## config.mk

```make
export PLATFORM = sky130hd
export DESIGN_NAME = hood_fan_ctrl
export DESIGN_NICKNAME = d
export VERILOG_FILES = /design/src/rtl/hood_pkg.sv /design/src/rtl/hood_fan_ctrl_sec_countdown.sv /design/src/rtl/hood_fan_ctrl.sv
export SDC_FILE = /design/constraint.sdc
export NUM_CORES = 1
export LEC_CHECK = 0
export BUFFER_PORTS_ARGS = -buffer_cell sky130_fd_sc_hd__buf_2
export CELL_PAD_IN_SITES_DETAIL_PLACEMENT = 1
export CELL_PAD_IN_SITES_GLOBAL_PLACEMENT = 1
export CORE_MARGIN = 2
export CORE_UTILIZATION = 44
export DETAILED_ROUTE_END_ITERATION = 6
export GPL_ROUTABILITY_DRIVEN = 0
export GPL_TIMING_DRIVEN = 0
export HOLD_SLACK_MARGIN = 0.12
export PLACE_DENSITY_LB_ADDON = 0.1
export SLEW_MARGIN = 5
export SYNTH_ARGS = -nofsm -noshare
export SYNTH_HDL_FRONTEND = slang
export SYNTH_HIERARCHICAL = 1
export SYNTH_SLANG_ARGS = --single-unit
```

## constraint.sdc

```tcl
create_clock -name clk -period 3.9 [get_ports clk]
set_input_delay 0.39 -clock clk [delete_from_list [all_inputs] [get_ports clk]]
set_output_delay 0.39 -clock clk [all_outputs]
set_load 0.03 [all_outputs]
```

## src/rtl/hood_pkg.sv

```systemverilog
`default_nettype none
// ============================================================================
// Module      : hood_pkg
// Description : Shared types and helpers for the range-hood fan controller.
//               Holds the controller state encoding and the turbo level code.
// Revision    : 1.0 - initial release
// ============================================================================
package hood_pkg;

    // Controller state encoding; the values are visible on the state output.
    typedef enum logic [1:0] {
        ST_IDLE  = 2'b00,
        ST_RUN   = 2'b01,
        ST_TURBO = 2'b10,
        ST_DRAIN = 2'b11
    } state_e;

    // Turbo is reported as the level one above the highest normal level.
    function automatic int unsigned turbo_level_code(input int unsigned num_levels);
        return num_levels + 1;
    endfunction

endpackage
`default_nettype wire

```

## src/rtl/hood_fan_ctrl_sec_countdown.sv

```systemverilog
`default_nettype none
// ============================================================================
// Module      : sec_countdown
// Description : Loadable seconds down-counter. Decrements on each tick and
//               stops at zero. done pulses on a tick seen while count is 1.
//               A load in the same cycle as a tick takes precedence.
// Revision    : 1.0 - initial release
// ============================================================================
module sec_countdown #(
    parameter int CNT_W = 8
) (
    input  logic             clk,
    input  logic             rst,
    input  logic             load,
    input  logic [CNT_W-1:0] load_val,
    input  logic             tick,
    output logic [CNT_W-1:0] count,
    output logic             done
);

    localparam logic [CNT_W-1:0] C_ONE = CNT_W'(1);

    logic [CNT_W-1:0] count_d;
    logic [CNT_W-1:0] count_q;

    // Next count: load wins over tick, and zero is sticky so there is no underflow.
    always_comb begin
        count_d = count_q;
        if (load) begin
            count_d = load_val;
        end else if (tick && (count_q != '0)) begin
            count_d = count_q - C_ONE;
        end
    end

    // Count register with asynchronous clear.
    always_ff @(posedge clk or posedge rst) begin
        if (rst) begin
            count_q <= '0;
        end else begin
            count_q <= count_d;
        end
    end

    assign count = count_q;
    assign done  = tick && (count_q == C_ONE);

endmodule
`default_nettype wire

```

## src/rtl/hood_fan_ctrl.sv

```systemverilog
`default_nettype none
// ============================================================================
// Module      : hood_fan_ctrl
// Description : Range-hood fan controller. Selects one of NUM_LEVELS normal
//               speeds, a timed once-per-session turbo, and a timed low-speed
//               drain after leaving turbo. Tracks saturating fan runtime.
//               All outputs are registered.
// Revision    : 1.0 - initial release
// ============================================================================
module hood_fan_ctrl
    import hood_pkg::*;
#(
    parameter int NUM_LEVELS = 3,
    parameter int TURBO_SECS = 60,
    parameter int DRAIN_SECS = 60,
    parameter int CNT_W      = 8,
    parameter int RUNTIME_W  = 20,
    parameter int LW         = $clog2(NUM_LEVELS + 2)
) (
    input  logic                 clk,
    input  logic                 rst,
    input  logic                 tick_1hz,
    input  logic                 menu_key,
    input  logic                 level_key,
    input  logic [LW-1:0]        level_sel,
    input  logic                 turbo_key,
    output logic [LW-1:0]        fan_level,
    output logic [1:0]           state,
    output logic [CNT_W-1:0]     countdown,
    output logic [RUNTIME_W-1:0] runtime,
    output logic                 busy,
    output logic                 turbo_avail
);

    localparam logic [LW-1:0]        C_LVL_OFF   = '0;
    localparam logic [LW-1:0]        C_LVL_LOW   = LW'(1);
    localparam logic [LW-1:0]        C_LVL_MAX   = LW'(NUM_LEVELS);
    localparam logic [LW-1:0]        C_LVL_TURBO = LW'(turbo_level_code(NUM_LEVELS));
    localparam logic [CNT_W-1:0]     C_TURBO_LD  = CNT_W'(TURBO_SECS);
    localparam logic [CNT_W-1:0]     C_DRAIN_LD  = CNT_W'(DRAIN_SECS);
    localparam logic [RUNTIME_W-1:0] C_RT_MAX    = '1;
    localparam logic [RUNTIME_W-1:0] C_RT_ONE    = RUNTIME_W'(1);

    state_e               state_d,   state_q;
    logic [LW-1:0]        level_d,   level_q;
    logic                 busy_d,    busy_q;
    logic                 avail_d,   avail_q;
    logic [RUNTIME_W-1:0] runtime_d, runtime_q;

    logic                 w_valid_sel;
    logic                 w_cnt_load;
    logic [CNT_W-1:0]     w_cnt_load_val;
    logic [CNT_W-1:0]     w_cnt;
    logic                 w_cnt_done;

    assign w_valid_sel = (level_sel != C_LVL_OFF) && (level_sel <= C_LVL_MAX);

    // One timer serves both turbo and drain; it only runs in those states
    // and naturally rests at zero everywhere else.
    sec_countdown #(
        .CNT_W (CNT_W)
    ) u_sec_countdown (
        .clk      (clk),
        .rst      (rst),
        .load     (w_cnt_load),
        .load_val (w_cnt_load_val),
        .tick     (tick_1hz),
        .count    (w_cnt),
        .done     (w_cnt_done)
    );

    // Next-state and level selection; key priority is menu, then turbo, then level.
    always_comb begin
        state_d        = state_q;
        level_d        = level_q;
        avail_d        = avail_q;
        w_cnt_load     = 1'b0;
        w_cnt_load_val = '0;

        unique case (state_q)
            ST_IDLE: begin
                if (turbo_key && avail_q) begin
                    state_d        = ST_TURBO;
                    level_d        = C_LVL_TURBO;
                    avail_d        = 1'b0;
                    w_cnt_load     = 1'b1;
                    w_cnt_load_val = C_TURBO_LD;
                end else if (level_key && w_valid_sel) begin
                    state_d = ST_RUN;
                    level_d = level_sel;
                end
            end
            ST_RUN: begin
                if (menu_key) begin
                    state_d = ST_IDLE;
                    level_d = C_LVL_OFF;
                    avail_d = 1'b1;
                end else if (turbo_key && avail_q) begin
                    state_d        = ST_TURBO;
                    level_d        = C_LVL_TURBO;
                    avail_d        = 1'b0;
                    w_cnt_load     = 1'b1;
                    w_cnt_load_val = C_TURBO_LD;
                end else if (level_key && w_valid_sel) begin
                    level_d = level_sel;
                end
            end
            ST_TURBO: begin
                if (menu_key) begin
                    state_d        = ST_DRAIN;
                    level_d        = C_LVL_LOW;
                    w_cnt_load     = 1'b1;
                    w_cnt_load_val = C_DRAIN_LD;
                end else if (w_cnt_done) begin
                    state_d = ST_RUN;
                    level_d = C_LVL_MAX;
                end
            end
            ST_DRAIN: begin
                if (w_cnt_done) begin
                    state_d = ST_IDLE;
                    level_d = C_LVL_OFF;
                    avail_d = 1'b1;
                end
            end
            default: begin
                state_d = ST_IDLE;
                level_d = C_LVL_OFF;
                avail_d = 1'b1;
            end
        endcase

        busy_d = (level_d != C_LVL_OFF);
    end

    // Runtime counts ticks while the fan is spinning and holds at full scale.
    always_comb begin
        runtime_d = runtime_q;
        if (tick_1hz && (level_q != C_LVL_OFF) && (runtime_q != C_RT_MAX)) begin
            runtime_d = runtime_q + C_RT_ONE;
        end
    end

    // Controller registers with asynchronous reset.
    always_ff @(posedge clk or posedge rst) begin
        if (rst) begin
            state_q   <= ST_IDLE;
            level_q   <= C_LVL_OFF;
            busy_q    <= 1'b0;
            avail_q   <= 1'b1;
            runtime_q <= '0;
        end else begin
            state_q   <= state_d;
            level_q   <= level_d;
            busy_q    <= busy_d;
            avail_q   <= avail_d;
            runtime_q <= runtime_d;
        end
    end

    assign state       = state_q;
    assign fan_level   = level_q;
    assign countdown   = w_cnt;
    assign runtime     = runtime_q;
    assign busy        = busy_q;
    assign turbo_avail = avail_q;

endmodule
`default_nettype wire

```

Word level (Yosys, flattened, before mapping)
Cells that the tools add are included.
- logic and storage cells: 63
- output and inout port bits: 35
- bits of input ports: 9
- register bits after elaboration: 35
- reductions and logical operators: 16
- equality and inequality tests: 9
- muxes and demuxes: 29
- $lt $le $gt $ge: 1
- add/sub/neg operators: 2
- operators with widths (cell ; number):
    20-bit by 1-bit adder with 20-bit output, second input constant ; 1
    20-bit != test, second input constant ; 1
    3-bit two-way mux ; 6
    6-bit two-way mux ; 3
    6-bit case mux with 3 select lines ; 1
    8-bit two-way mux ; 2
    2-bit two-way mux ; 7
    3-bit case mux with 4 select lines ; 1
    3-bit nonzero test ; 4
    8-bit by 1-bit == test with 1-bit output, second input constant ; 1
    2-bit case mux with 4 select lines ; 1
    8-bit nonzero test ; 1
    8-bit by 1-bit subtractor with 8-bit output, second input constant ; 1
    1-bit logical AND ; 7
    1-bit two-way mux ; 6
    3-bit != test, second input constant ; 2
    1-bit case mux with 3 select lines ; 2
    2-bit == test, second input constant ; 2
    4-bit AND reduction ; 1
    3-bit by 2-bit <= comparator with 1-bit output, second input constant ; 1
    3-bit by 2-bit != test with 1-bit output, second input constant ; 1
    2-bit by 1-bit == test with 1-bit output, second input constant ; 1
    2-bit zero test ; 1
    2-bit by 1-bit != test with 1-bit output, second input constant ; 1
    other kinds (2) ; 2

Logic depth before layout (Yosys ltp)
Gate-level depths: netlist (run 1).
- depth after elaboration: 8
- depth in mapped cells: 9
- mapped depth without buffers: 8

By module
The synthesis (run 1) kept the hierarchy.
- modules (own cells, without submodules) (module ; sequential area each (sq um) ; times used ; cells each ; area an instance (sq um)):
    hood_fan_ctrl ; 676.9 ; 1 ; 134 ; 1348.8
    sec_countdown ; 200.2 ; 1 ; 72 ; 614.3

Least setup slack after synthesis (run 1)
No wires, ideal clock.
- path type: register to register
- from: register u_sec_countdown.count_q[0] (netlist: u_sec_countdown/count[0])
- to: register u_sec_countdown.count_q[5] (netlist: u_sec_countdown/count[5])
- buffers on the path: 1
- setup slack: 1.711 ns
- required time: 3.769 ns
- library setup time: 0.131 ns
- arrival: 2.058 ns
- cell stages (with the launch flop): 7
- period minus slack after synthesis: 2.189 ns
- path through: dfrtp_1 -> inv_1 -> ha_1 -> or4b_1 -> buf_2 -> o311a_1 -> or3_1
- longest elaborated chain between the ends: 3
- elaborated cells between the ends (all ways): 6
- those cells by class: add/sub (1); mux (2); reduce/logical (3)
- RTL lines (item ; RTL line ; RTL):
    start: declaration ; hood_fan_ctrl_sec_countdown.sv:24 ; logic [CNT_W-1:0] count_q;
    start signal: assignment ; hood_fan_ctrl_sec_countdown.sv:41 ; count_q <= count_d;
    8-bit by 1-bit subtractor with 8-bit output or 8-bit nonzero test (tied branches) ; hood_fan_ctrl_sec_countdown.sv:32, hood_fan_ctrl_sec_countdown.sv:31 ;
    8-bit two-way mux or 1-bit logical AND (tied branches) ; hood_fan_ctrl_sec_countdown.sv:31 ; end else if (tick && (count_q != '0)) begin
    8-bit two-way mux or 2-bit nonzero test (tied branches) ; n/a ;
Several ways; a longest one is shown, not always the timed one. The select of a mux whose other input is x is not followed.
A chain may end at the register's enable or synchronous reset.

Worst setup path in the final report (run 1)
- from: register u_sec_countdown.count_q[3] (netlist: u_sec_countdown/count[3])
- to: register busy_q (netlist: busy)
- longest elaborated chain between the ends: 6
- elaborated cells between the ends (all ways): 7
- those cells by class: eq/ne (1); mux (4); reduce/logical (2)
- RTL lines (item ; RTL line ; RTL):
    8-bit by 1-bit == test with 1-bit output * ; hood_fan_ctrl_sec_countdown.sv:46 ; assign done = tick && (count_q == C_ONE);
    1-bit logical AND * ; hood_fan_ctrl_sec_countdown.sv:46 ;
    named net w_cnt_done ; hood_fan_ctrl.sv:54 ; logic w_cnt_done;
    3-bit two-way mux ; hood_fan_ctrl.sv:114 ; end else if (w_cnt_done) begin
    3-bit two-way mux ; hood_fan_ctrl.sv:109 ; if (menu_key) begin
    3-bit case mux with 4 select lines * ; hood_fan_ctrl.sv:80 ; unique case (state_q)
    named net level_d[1] ; hood_fan_ctrl.sv:45 ; logic [LW-1:0] level_d, level_q;
    3-bit nonzero test * ; hood_fan_ctrl.sv:133 ; busy_d = (level_d != C_LVL_OFF);
    named net busy_d ; hood_fan_ctrl.sv:46 ; logic busy_d, busy_q;
    end signal: assignment ; hood_fan_ctrl.sv:155 ; busy_q <= busy_d;
    end: declaration ; hood_fan_ctrl.sv:46 ;
The timed path passes the listed nets; every way through them passes the cells marked *.

==> results of run 1 <==
-- metrics by stage --
stage	cells	hold slack [ps]	cell area (sq um)	utilization
6_report	313	425	2350	0.543
4_1_cts	313	416	2350	0.543
3_5_place_dp	304	372	2250	0.521
2_1_floorplan	209	206	1970	-
3_3_place_gp	304	379	2250	0.521
5_1_grt	313	459	2350	0.543
-- worst min-delay path by stage --
| stage | cells after the start | end | startpoint | slack, ps |
|---|---|---|---|---|
| 2_1_floorplan | 1 | u_sec_countdown/count[0]$_DFFE_PP0P_ | rst | 210 |
| 3_3_place_gp | 2 | u_sec_countdown/count[6]$_DFFE_PP0P_ | rst | 380 |
| 3_5_place_dp | 2 | u_sec_countdown/count[6]$_DFFE_PP0P_ | rst | 370 |
| 4_1_cts | 3 | turbo_avail$_DFFE_PP1P_ | turbo_key | 420 |
| 5_1_grt | 3 | turbo_avail$_DFFE_PP1P_ | turbo_key | 460 |
| 6_report | 3 | turbo_avail$_DFFE_PP1P_ | turbo_key | 420 |
-- state kept, by name, indices dropped and copies added (netlist names) --
signal / cells
runtime: 20
u_sec_countdown/count: 8
fan_level: 3
state: 2
busy: 1
turbo_avail: 1
-- power breakdown --
part           internal, mW  switching, mW
logic                 0.174          0.320
clock network         0.125          0.128
registers             0.438          0.105
total                 0.738          0.554
-- critical path, cell delays in order, from the launching register on --
cell                        delay, ps
sky130_fd_sc_hd__dfrtp_1          480
sky130_fd_sc_hd__nor4b_2          650
sky130_fd_sc_hd__and3_1           420
sky130_fd_sc_hd__nand2_1          150
sky130_fd_sc_hd__o2111ai_1        110
sky130_fd_sc_hd__o21ai_0          130
sky130_fd_sc_hd__or3_1            350
-- layout by cell type (no fill, tap or decap), types with 4 or more instances in the layout --
master,synthesis,layout
sky130_fd_sc_hd__o21a_1,4,4
sky130_fd_sc_hd__conb_1,1,4
sky130_fd_sc_hd__ha_1,4,4
sky130_fd_sc_hd__nor4_1,5,5
sky130_fd_sc_hd__clkbuf_1,3,5
sky130_fd_sc_hd__o211ai_1,4,4
sky130_fd_sc_hd__nor2_1,13,13
sky130_fd_sc_hd__nand3_1,7,7
sky130_fd_sc_hd__xor2_1,15,15
sky130_fd_sc_hd__nand2b_1,4,4
sky130_fd_sc_hd__or3_1,5,5
sky130_fd_sc_hd__nor3_1,10,10
sky130_fd_sc_hd__clkbuf_8,0,5
sky130_fd_sc_hd__nand2_1,18,18
sky130_fd_sc_hd__nand4_1,5,5
sky130_fd_sc_hd__o21ai_0,5,5
sky130_fd_sc_hd__dfrtp_1,34,34
sky130_fd_sc_hd__buf_2,2,45
sky130_fd_sc_hd__a21oi_1,5,5
sky130_fd_sc_hd__inv_1,12,12
sky130_fd_sc_hd__xnor2_1,4,4
-- repair_timing --
action	in CTS	in global routing
hold buffers	1	0
endpoints found under the setup margin	0	0
hold endpoints to repair	8	0
resized for setup	0	0
-- synth_stat cells (all sizes together) (2+ instances only) --
cell type and number:
nor4b 3, o22ai 2, o311a 2, nor3 10, xor2 15, or3 6
nand2 19, o21ai 6, o211ai 4, a2bb2oi 2, dfrtp 34, a31oi 3
xnor2 4, or2 2, nor2 13, nor4 5, a21oi 5, nand4 5
clkbuf 3, nand2b 4, buf 2, nand3b 2, or4b 2, ha 4
o2111ai 2, o21a 4, and3 4, nand3 7, inv 13, nor2b 2
-- area by class of cell --
type | count | area [sq um] | share of cell area
multi-input cells | 156 | 1030 | 0.438
inverters | 13 | 48.8 | 0.0208
clock inverters | 1 | 5.00 | 0.00213
well taps | 52 | 65.1 | 0.0277
repair buffers | 44 | 225 | 0.0960
plain buffers | 5 | 21.3 | 0.00907
flip-flops and latches | 35 | 877 | 0.374
clock buffers | 7 | 76.3 | 0.0325
-- per-layer routing --
metal  up-vias  wire, um  track usage
li1        852         -            -
met1       833      2240        0.274
met2        26      2230        0.312
met3         5       156       0.0399
met4         0        42       0.0566
met5         -         0            0
-- logic make-up (layout without fill, tap and decap cells) --
family	after synthesis	count (layout)	share of synthesized area
xor+xnor	19	19	0.0848
compound gates	37	37	0.133
simple gates	91	91	0.266
buf+inv	18	70	0.0357
mux	1	1	0.00574
other cells	1	4	0.00191
fa+ha+maj	4	4	0.0255
flops	35	35	0.447
==> impl_metrics.yaml, run 1 <==
outcome:
  outcome: "complete, no violations"
worst_setup_path:
  cp_startpoint: "u_sec_countdown/count[3]$_DFFE_PP0P_"
  critical_path.startpoint_type: "register"
  worstPathMaxFanout: 9
  worstReg2RegStart: "u_sec_countdown/count[3]$_DFFE_PP0P_"
  endpoint: "busy$_DFF_PP0_"
  worst_ep_required_ps: 4060
  rrSetupSlack_ps: 1490
  r2r-end: "busy$_DFF_PP0_"
  r2r.worst_path.cells: 6
  critPathCaptureType: "register"
  critical_path_class: "register to register"
  critical_path_arrival_ps: 2570
logic_synthesis:
  postSynth.asyncResetShare: 1.00
  top_flip_flop_cell_by_instance_count_after_synthesis: "sky130_fd_sc_hd__dfrtp_1"
  netlist_area_sq_mm: 0.00196
  synth_sequential_area_ratio: 0.447
  synth_top_area_share: 0.433
  number_of_warnings_reported_in_the_yosys_synthesis_log: 6
  synth_top_cell_by_area: "sky130_fd_sc_hd__dfrtp_1"
  synth.avg_cell_area_sq_um: 9.53
  number_of_synthesized_register_bits: 35
  synth.lib_cells_used.distinct: 55
  synth-edff-count: 0
  synth.top_cells.by_area: "sky130_fd_sc_hd__dfrtp_1, sky130_fd_sc_hd__xor2_1, sky130_fd_sc_hd__nand2_1, sky130_fd_sc_hd__ha_1, sky130_fd_sc_hd__nor3_1"
  synthCells: 206
flow_run:
  drv.max_cap_violation_count: 0
layout:
  insertedDiodeCount: 0
  area_delta_synth_final_pct: 19.5
  final_layout_size_suffix_gt1_frac: 0.245
  layout.nets: 273
  final.fill_count: 529
cts:
  clk_pin_slew_ps: 70
  cts.root.buffer_cell: "sky130_fd_sc_hd__clkbuf_8"
  cts_tree: "yes"
  clock_network_latency_to_the_later_pin_of_the_worst_skew_pair_ps: 280
  ctsLongestPathBuffers: 2
  cts-htree-levels: 2
  cts_made_buffers: 5
  clock-sinks: 35
  post_cts_buffers: 0
floorplanning:
  effective_utilization_at_floorplan: 0.454
  die_x_um: 70.8
  core_sq_mm: 0.00432
  design.die.area_sq_mm: 0.00501
  num_rows: 24
  fp.dieH_um: 70.8
  ioPinCount: 44
routing:
  route.final.wire_length_um: 4670
  wire_per_inst_um: 14.9
  routed_via_density: 5.48
  drt_iter0_drc: 42
  drc: 0
  vias: 1716
  detailedRoute.firstPassIterationCount: 4
  antenna_violating_nets_post_route: 0
worst_hold_path:
  worst_hold_path_type: "input port to register"
timing:
  rsz0062_at_grt: "no"
  finalHoldViolCount: 0
  clock.fmax_ghz: 0.415
  number_of_max_slew_violations_in_the_final_report: 0
  finClkSkew_ps: 4.55
  final.setup.tns_ps: 0
  worst-slew-pin-transition_ps: 1070
  report.final.setup_viol: 0
  post-route-period-util: 0.618
  finalWorstPathRequiredPeriod_ps: 2410
  finalWorstSetupSlack_ps: 1490
  worst_slew_margin_rel: 0.286
grt:
  grt_first_pass_wirelength_um: 7960
  antenna_found_initial: 0
  grt_pass1_vias: 1657
  grt.overflow.total: 0
  pin_count_of_the_biggest_net_entering_global_routing: 28
  groute.usage.overall: 0.197
placement:
  post-place-ws_ps: 1450
  placement.io_buffers: 43
  total_half_perimeter_wirelength_after_legalization_and_detailed_placement_um: 3380
pwr:
  max-vdd-ir-drop_mv: 0.213
  total_power_mw: 1.29
  power_density_mw_per_mm2: 551
  p_leak_nw: 1.15
No activity file was read; power rests on OpenSTA's default activity.
==> run 2: changes to the inputs <==
Settings changed: CORE_UTILIZATION 44 to 37.
Clock period 3.9 ns to 2 ns, I/O delays scaled along.
==> run 2 against run 1 <==
Routed wire length increased by 6.2%. Total power increased by 110%. Highest routed layer unchanged. Register-to-register slack got worse by 1400 ps. Combinational power increased by 130%. Setup slack got worse by 1400 ps. Non-clock buffer count increased by 12. Critical path depth unchanged. Critical endpoint is now runtime[14]$_DFFE_PP0P_.
==> impl_metrics.yaml, run 2 (synthesis results as in run 1) <==
grt:
  grt_pass1_vias: 1685
  grt.overflow.total: 0
  grt_first_pass_wirelength_um: 8110
  antenna_found_initial: 0
  pin_count_of_the_biggest_net_entering_global_routing: 28
  groute.usage.overall: 0.169
layout:
  insertedDiodeCount: 0
  area_delta_synth_final_pct: 29.6
  finalInstanceArea_sq_mm: 0.00254
  largest_register_ffs: 20
  layout.nets: 285
  leading_cell_types_in_the_layout_fill_and_taps_excluded: "sky130_fd_sc_hd__buf_2, sky130_fd_sc_hd__dfrtp_1, sky130_fd_sc_hd__nand2_1, sky130_fd_sc_hd__xor2_1, sky130_fd_sc_hd__buf_4"
  final_layout_size_suffix_gt1_frac: 0.353
  commonest_non_fill_non_tap_cell_in_the_layout: "sky130_fd_sc_hd__buf_2"
worst_setup_path:
  worst_path_max_delay_cell: "sky130_fd_sc_hd__or4b_4"
  critPathCaptureType: "register"
  r2r-end: "runtime[14]$_DFFE_PP0P_"
  logic_depth_of_the_worst_setup_path_including_buffers: 6
  worst_ep_required_ps: 2170
  critPathMaxStageDelay_ps: 570
  worstReg2RegStart: "runtime[0]$_DFFE_PP0P_"
  path_cells: "ha_4, and4_4, nand2_2, or4b_4, or2_1, xnor2_1"
  worstPathBufferInverterCount: 0
  critical_path_arrival_ps: 2100
  rrSetupSlack_ps: 70
  worstPathMaxFanout: 4
  path_delay_family: "simple AND/OR/NAND/NOR gates"
  r2r.worst_path.cells: 6
  critical_path.startpoint_type: "register"
  critical_path_class: "register to register"
cts:
  cts_tree: "yes"
  ctsLongestPathBuffers: 2
  clk_pin_slew_ps: 70
  cts.root.buffer_cell: "sky130_fd_sc_hd__clkbuf_8"
  cts_made_buffers: 5
  clock-sinks: 35
  cts-htree-levels: 2
  clock_network_latency_to_the_later_pin_of_the_worst_skew_pair_ps: 280
floorplanning:
  fp.dieH_um: 76.8
  ioPinCount: 44
  die_x_um: 76.8
  design.die.area_sq_mm: 0.00590
  num_rows: 26
  core_sq_mm: 0.00511
  effective_utilization_at_floorplan: 0.384
routing:
  wire_per_inst_um: 14.5
  detailedRoute.firstPassIterationCount: 4
  vias: 1774
  drc: 0
  routed_via_density: 5.19
  drt_iter0_drc: 47
  route.final.wire_length_um: 4960
  antenna_violating_nets_post_route: 0
timing:
  worst_slew_margin_rel: 0.316
  finalWorstPathRequiredPeriod_ps: 1930
  number_of_max_slew_violations_in_the_final_report: 0
  finClkSkew_ps: 3.11
  rsz0062_at_grt: "yes"
  worst-slew-pin-transition_ps: 1020
  post-route-period-util: 0.966
  finalHoldViolCount: 0
  clock.fmax_ghz: 0.518
  report.final.setup_viol: 0
pwr:
  internal_power_mw: 1.57
  p_leak_nw: 1.22
  power.share.combinational: 0.417
  total_power_mw: 2.71
  power_switching_share: 0.421
  netSwitchingPower_mw: 1.14
  power_density_mw_per_mm2: 1070
  pwr-share-seq: 0.392
  max-vdd-ir-drop_mv: 0.486
  clk_pwr_share: 0.190
worst_hold_path:
  worstHoldEndpoint: "turbo_avail$_DFFE_PP1P_"
  hp-start: "turbo_key"
  worst_hold_path_type: "input port to register"
  hold_path_depth: 3
placement:
  placement.io_buffers: 43
  place_area_sq_mm: 0.00233
  total_half_perimeter_wirelength_after_legalization_and_detailed_placement_um: 3460
flow_run:
  drv.max_cap_violation_count: 0
outcome:
  outcome: "complete, no violations"
## run 2: changes by cell type in the layout (fill, tap and decap cells not counted), moves of 2 or more
cell                       change
sky130_fd_sc_hd__buf_4        +14
sky130_fd_sc_hd__clkbuf_1      -5
sky130_fd_sc_hd__dfrtp_1       -7
sky130_fd_sc_hd__dfrtp_2       +7
sky130_fd_sc_hd__ha_1          -2
sky130_fd_sc_hd__ha_4          +2
sky130_fd_sc_hd__inv_1         -2
## run 2: metal layers
layer  up-vias  routed length (um)  global-route usage
met5         -                   0                   0
met4         0                  31              0.0636
met3         2                 154              0.0365
met2        28                2400               0.277
met1       864                2370               0.219
li1        880                   -                   -
## run 2: power by group through the flow
stage	clock, mW	combinational (mW)	sequential (mW)
finish	0.516	1.13	1.06
global route	0.581	1.23	1.09
CTS	0.547	1.06	1.08
detailed placement	0	1.01	1.11
global placement	0	0.990	1.10
floorplan	0	0.450	1.35
## run 2: worst max-delay path by stage
stage	startpoint	slack, ps	end
2_1_floorplan	u_sec_countdown/count[1]$_DFFE_PP0P_	-70	u_sec_countdown/count[5]$_DFFE_PP0P_
3_3_place_gp	fan_level[2]$_DFF_PP0_	-140	runtime[1]$_DFFE_PP0P_
3_5_place_dp	u_sec_countdown/count[4]$_DFFE_PP0P_	-150	busy$_DFF_PP0_
4_1_cts	state[1]$_DFFE_PP0P_	40	u_sec_countdown/count[6]$_DFFE_PP0P_
5_1_grt	runtime[13]$_DFFE_PP0P_	-30	runtime[19]$_DFFE_PP0P_
6_report	runtime[0]$_DFFE_PP0P_	70	runtime[14]$_DFFE_PP0P_
## run 2: what timing repair did
item                                   in CTS  in global routing
setup endpoints to repair                  18                 13
pin swaps                                   1                  2
gates cloned                                0                  0
setup buffers                               4                  9
hold buffers                                1                  0
resized for setup                           4                  8
endpoints found under the hold margin       8                  0
## run 2: layout make-up
| class | count | area [sq um] |
|---|---|---|
| Multi-Input combinational cell | 156 | 1080 |
| Sequential cell | 35 | 886 |
| Tap cell | 70 | 87.6 |
| Clock buffer | 6 | 82.6 |
| Timing Repair Buffer | 57 | 323 |
| Fill cell | 627 | 2560 |
| Inverter | 13 | 51.3 |
| Buffer | 4 | 25.0 |
| Clock inverter | 1 | 5.00 |
## run 2: per-stage QoR
step	hold WS, ps	instances	utilization	TNS (ps)	setup slack (ps)
3_3_place_gp	219	322	0.457	-1180	-140
3_5_place_dp	209	322	0.457	-1000	-145
2_1_floorplan	15.5	209	-	-76.3	-69.3
6_report	244	342	0.498	0	68.6
5_1_grt	236	342	0.498	-75.8	-29.0
4_1_cts	235	333	0.482	0	36.3
## run 2: worst reg2reg max path, stage by stage, from the launching register on
cell and delay (ps):
sky130_fd_sc_hd__dfrtp_2 400, sky130_fd_sc_hd__ha_4 150, sky130_fd_sc_hd__and4_4 240, sky130_fd_sc_hd__nand2_2 80, sky130_fd_sc_hd__or4b_4 570, sky130_fd_sc_hd__or2_1 260
sky130_fd_sc_hd__xnor2_1 120
